`config.mk`:
```
export PLATFORM = sky130hd
export DESIGN_NAME = blake2_block_feeder
export DESIGN_NICKNAME = d
export VERILOG_FILES = /design/src/rtl/blake2_block_feeder.sv
export SDC_FILE = /design/constraint.sdc
export NUM_CORES = 2
export LEC_CHECK = 0
export ABC_AREA = 0
export CAP_MARGIN = 30
export CORE_AREA = 3 3 455 457
export DETAILED_ROUTE_END_ITERATION = 8
export DIE_AREA = 0 0 458 460
export SLEW_MARGIN = 10
export SYNTH_ARGS = -nofsm -noshare
export SYNTH_HDL_FRONTEND = slang
export SYNTH_SLANG_ARGS = --single-unit
export TNS_END_PERCENT = 1
```
`constraint.sdc`:
```
create_clock -name clk -period 2.3 [get_ports clk]
set_input_delay 0.345 -clock clk [delete_from_list [all_inputs] [get_ports clk]]
set_output_delay 0.345 -clock clk [all_outputs]
set_load 0.03 [all_outputs]
```
`src/rtl/blake2_block_feeder.sv`:
```
// blake2_block_feeder
// Packs a valid/ready byte stream into 1024-bit BLAKE2 blocks and drives the
// hash core's command interface (init / next / final pulses).
// Ports:
//   clk, reset         clock, synchronous active-high reset
//   s_data/s_valid/s_last/s_ready   byte stream in, s_last marks final byte
//   core_ready         downstream accepts a command this cycle
//   init, next         one-cycle pulses with first / subsequent block
//   final_pulse        one-cycle pulse, message complete ("final" is reserved)
//   block, length      packed block (first byte in [1023:1016]) and byte count
//   overflow           sticky, message exceeded MAX_BLOCKS blocks
//   busy               message partially received or command pending
module blake2_block_feeder #(
  parameter int unsigned MAX_BLOCKS = 8
) (
  input  logic          clk,
  input  logic          reset,
  input  logic [7:0]    s_data,
  input  logic          s_valid,
  input  logic          s_last,
  output logic          s_ready,
  input  logic          core_ready,
  output logic          init,
  output logic          next,
  output logic          final_pulse,
  output logic [1023:0] block,
  output logic [127:0]  length,
  output logic          overflow,
  output logic          busy
);

  localparam int unsigned BlkW = $clog2(MAX_BLOCKS + 1);

  typedef enum logic [1:0] {StFill, StIssue, StFinal, StDrain} state_e;

  state_e          state_q, state_d;
  logic [1023:0]   wbuf_q, wbuf_d, block_d;
  logic [6:0]      bcnt_q, bcnt_d;
  logic [BlkW-1:0] blk_q, blk_d;
  logic [127:0]    tot_q, tot_d, length_d;
  logic            last_seen_q, last_seen_d;
  logic            first_q, first_d;
  logic            init_d, next_d, final_d, overflow_d, s_ready_d, busy_d;
  logic            accept;
  logic [9:0]      wpos;

  assign accept = s_valid && s_ready;
  // Top bit of the byte slot selected by bcnt.
  assign wpos   = 10'd1023 - {bcnt_q, 3'b000};

  always_comb begin
    state_d     = state_q;
    wbuf_d      = wbuf_q;
    bcnt_d      = bcnt_q;
    blk_d       = blk_q;
    tot_d       = tot_q;
    last_seen_d = last_seen_q;
    first_d     = first_q;
    block_d     = block;
    length_d    = length;
    overflow_d  = overflow;
    init_d      = 1'b0;
    next_d      = 1'b0;
    final_d     = 1'b0;

    unique case (state_q)
      StFill: begin
        if (accept) begin
          wbuf_d[wpos -: 8] = s_data;
          bcnt_d            = bcnt_q + 7'd1;
          tot_d             = tot_q + 128'd1;
          if (bcnt_q == 7'd127 || s_last) begin
            state_d     = StIssue;
            last_seen_d = s_last;
          end
        end
      end
      StIssue: begin
        if (core_ready) begin
          block_d  = wbuf_q;
          length_d = tot_q;
          init_d   = first_q;
          next_d   = !first_q;
          blk_d    = blk_q + 1'b1;
          first_d  = 1'b0;
          wbuf_d   = '0;
          bcnt_d   = '0;
          if (last_seen_q) begin
            state_d = StFinal;
          end else if (blk_q == BlkW'(MAX_BLOCKS - 1)) begin
            // Buffer full but message continues: swallow the rest of it.
            state_d    = StDrain;
            overflow_d = 1'b1;
          end else begin
            state_d = StFill;
          end
        end
      end
      StFinal: begin
        if (core_ready) begin
          final_d = 1'b1;
          blk_d   = '0;
          tot_d   = '0;
          first_d = 1'b1;
          state_d = StFill;
        end
      end
      StDrain: begin
        if (accept && s_last) begin
          blk_d   = '0;
          tot_d   = '0;
          bcnt_d  = '0;
          first_d = 1'b1;
          state_d = StFill;
        end
      end
      default: state_d = StFill;
    endcase

    // Outputs are registered, so derive them from the next-state values.
    s_ready_d = (state_d == StFill) || (state_d == StDrain);
    busy_d    = (state_d != StFill) || (bcnt_d != 7'd0);
  end

  always_ff @(posedge clk) begin
    if (reset) begin
      state_q     <= StFill;
      wbuf_q      <= '0;
      bcnt_q      <= '0;
      blk_q       <= '0;
      tot_q       <= '0;
      last_seen_q <= 1'b0;
      first_q     <= 1'b1;
      block       <= '0;
      length      <= '0;
      overflow    <= 1'b0;
      init        <= 1'b0;
      next        <= 1'b0;
      final_pulse <= 1'b0;
      s_ready     <= 1'b0;
      busy        <= 1'b0;
    end else begin
      state_q     <= state_d;
      wbuf_q      <= wbuf_d;
      bcnt_q      <= bcnt_d;
      blk_q       <= blk_d;
      tot_q       <= tot_d;
      last_seen_q <= last_seen_d;
      first_q     <= first_d;
      block       <= block_d;
      length      <= length_d;
      overflow    <= overflow_d;
      init        <= init_d;
      next        <= next_d;
      final_pulse <= final_d;
      s_ready     <= s_ready_d;
      busy        <= busy_d;
    end
  end

endmodule

```
==> results.yml <==
worst_setup_path:
  worstPathCellList: "nand4_1 > nor4_2 > buf_4 > nand2_1 > or4_4 > buf_4 > or3_1 > a21oi_1"
  required_ns: 3.11
  end_kind: "register"
  r2r_cells: 8
  r2r-start: "tot_q[28]"
  cp_max_fo: 5
  r2r-end: "tot_q[99]"
  cp_slowest_stage_delay_ns: 0.46
  worst_path_max_delay_cell: "or4_4"
  reg2reg_slack_ns: -0.05
  worstSetupStartpointType: "register"
  path_class: "reg -> reg"
  arrival_ns: 3.16
  crit_path_frequent_cell: "buf_4"
  critical_path.top_delay_family: "simple AND/OR/NAND/NOR gates"
  crit_buf_inv: 2
timing:
  clock.fmax_mhz: 425
  worst_pin_slew_ns: 1.03
  min_period_ns: 2.35
  drv_slew: 0
  layout_setup_ws_ns: -0.0524
  skew_ns: 0.0714
  report.final.hold_viol_count: 0
  finalCritPeriodShare_pct: 102
  finalSetupViolations: 5
  slew_headroom_pct: 31.1
  holdWs_ns: 0.226
  rsz0062_at_grt: "yes"
placement:
  port_buffers: 1170
  place_area_um2: 103000
  gp_congestion: 0.935
  placed_cells: 14133
  dpl.hpwl_mm: 264
  dp_slack_ns: -0.682
detailed_routing:
  routedWlPerCell_um: 24.7
  vias: 80798
  drc: 0
  wl_mm: 360
  firstDrtPassIters: 7
  drtAntennaViolNets: 0
  drtIter0Drc: 7979
  viasPerCell: 5.54
floorplanning:
  die_h_um: 460
  io-pin-count: 1171
  die_w_um: 458
  initial_core_util_pct: 40.8
  num_rows: 166
  die_area_um2: 211000
  core_um2: 204000
layout:
  design_area_um2: 112000
  final_core_util_pct: 54.7
  drive_above_1_share_pct: 12.0
  area_growth_pct: 34.1
  nNetsFinal: 11716
  final_cells: 14582
  n_fill_cell: 19207
logic_synthesis:
  synthCells: 10200
  synth_fp_nets: 10222
  ys.warnings.count: 0
  yosysSeqAreaShare_pct: 56.0
  yosysTopAreaCell: "dfxtp_1"
  synth_seq_cells: 2325
  syn_area_per_cell_um2: 8.15
  syn_area_um2: 83100
  synth.distinct_cells: 56
  synth_ff_type: "dfxtp_1"
  synth_top_area_share_pct: 56.0
  synth.area.top_cells: "dfxtp_1, nand2_1, a21oi_1"
  synth_edf_count: 0
  synthArstFlopShare_pct: 0
pwr:
  power_switching_w: 0.0188
  combPwrFrac_pct: 3.0
  irDropWorstVdd_mv: 0.770
  p_int_w: 0.0635
  leakagePower_nw: 44.6
  power_density_nw_per_um2: 738
  p_seq_share_pct: 49.0
  p_clk_share_pct: 48.1
  swShare_pct: 22.8
worst_hold_path:
  worstHoldStart: "core_ready"
  hp-class: "in -> reg"
  hold-path-endpoint: "final_pulse"
  hold_path_depth: 4
grt:
  antenna_found_initial: 19
  grt_overflow: 0
  grtUsageTotal_pct: 32.5
  grt_max_degree: 126
  grt_first_pass_wirelength_mm: 513
  grt_pass1_vias: 75871
run_status:
  status: "complete, but fails checks"
  violations: "setup timing"
clock_tree:
  clockBufferDepth: 3
  cts-root-buf: "clkbuf_16"
  cts_max_level: 4
  insertion_delay_ns: 0.94
  path_clk_slew_ns: 0.06
  numCtsBuffers: 234
  cts_tree: "yes"
  clkSinkCount: 2325
flow_run:
  drv_cap: 0
per-layer routing:
layer	up-vias	share of wire, %	GRT usage, %	routed length [um]
li1	37490	-	-	-
met2	3389	45	50.8	161000
met3	772	7.5	6.47	27200
met1	39141	41	41.3	147000
met5	-	0.013	0	47
met4	6	6.9	20.0	24900
placed cells by master (no fill, tap or decap), drive strengths merged, types with 19 or more instances in the layout:
cell type / n
a21oi: 1596
a22oi: 623
a31oi: 30
a32oi: 66
and2: 64
and3: 37
buf: 828
clkbuf: 339
clkdlybuf4s50: 83
clkinv: 59
dfxtp: 2325
dlygate4sd2: 941
dlymetal6s2s: 120
inv: 21
nand2: 2761
nand3: 433
nand4: 68
nor2: 1064
nor3: 80
nor4: 61
o21ai: 33
or3: 29
xnor2: 77
xor2: 19
state kept, by name, indices dropped and copies added, names as in the netlist, 2 cells and up:
signal and count:
tot_q 128, bcnt_q 7, blk_q 4, length 128, block 1024, state_q 2
wbuf_q 1024
through the flow:
stage               total power (W)  TNS [ns]
floorplan                    0.0424     -1.16
finish                       0.0823    -0.121
global placement             0.0435   -318.32
CTS                          0.0827     -3.57
global route                 0.0845     -2.61
detailed placement           0.0436   -330.42
kinds of logic after synthesis:
family / Yosys count / share of synthesized area (%)
compound gates: 2365 / 16.5
xor+xnor: 96 / 1.01
fa+ha+maj: 9 / 0.135
buf+inv: 748 / 3.40
flops: 2325 / 56.0
mux: 4 / 0.0497
simple gates: 4653 / 22.9
cells in the mapped netlist, types with 3 or more instances:
master,count
a21oi_1,1596
a22oi_1,623
a31oi_1,30
a32oi_1,66
and2_1,63
and3_1,37
and4_1,8
buf_1,33
buf_2,4
clkbuf_1,689
dfxtp_1,2325
ha_1,9
inv_1,18
mux2i_1,3
nand2_1,2761
nand2b_1,8
nand3_1,433
nand3b_1,5
nand4_1,66
nor2_1,1058
nor2_2,6
nor2b_1,10
nor3_1,79
nor3b_1,5
nor4_1,59
o21a_1,3
o21ai_0,33
o31ai_1,4
or2_2,6
or3_1,29
or4_1,6
xnor2_1,77
xor2_1,19
tightest hold or removal path, stage by stage:
cell             delay [ns]
clkdlybuf4s50_1        0.42
buf_4                  0.18
nand2_1                0.07
nor3_1                 0.04
worst max path at each step:
stage	start	to	slack, ns	cells past startpoint
5_1_grt	tot_q[9]	tot_q[101]	-0.16	9
4_1_cts	bcnt_q[6]	wbuf_q[915]	-0.04	7
2_1_floorplan	s_ready	tot_q[115]	-0.15	9
3_3_place_gp	s_valid	wbuf_q[383]	-0.78	8
3_5_place_dp	s_valid	wbuf_q[113]	-0.68	9
6_report	tot_q[28]	tot_q[99]	-0.05	8
what timing repair did:
item / 4_1_cts / 5_1_grt
resized for setup: 1004 / 243
hold endpoints to repair: 56 / 0
pin swaps: 1 / 9
buffers inserted: 0 / 3
cloned: 0 / 1
endpoints found under the setup margin: 1878 / 852
hold buffers: 9 / 0
final cells by class:
cell class                 instances  area [um^2]  share of cell area (%)
inverter                          18         67.6                  0.0606
tap                             2688         3360                    3.02
timing repair buffer            1988        18900                    16.9
sequential                      2325        46600                    41.8
clock buffer                     338         6850                    6.14
multi-input combinational       7127        34600                    31.0
antenna                            9         22.5                  0.0202
clock inverter                    89         1230                    1.10
power by group through the flow:
stage	clock, W	combinational [W]	sequential (W)
floorplan	0	0.00117	0.0412
global placement	0	0.00235	0.0412
detailed placement	0	0.00237	0.0412
CTS	0.0400	0.00239	0.0403
global route	0.0416	0.00256	0.0403
finish	0.0396	0.00245	0.0403
(Power assumes the default switching activity.)
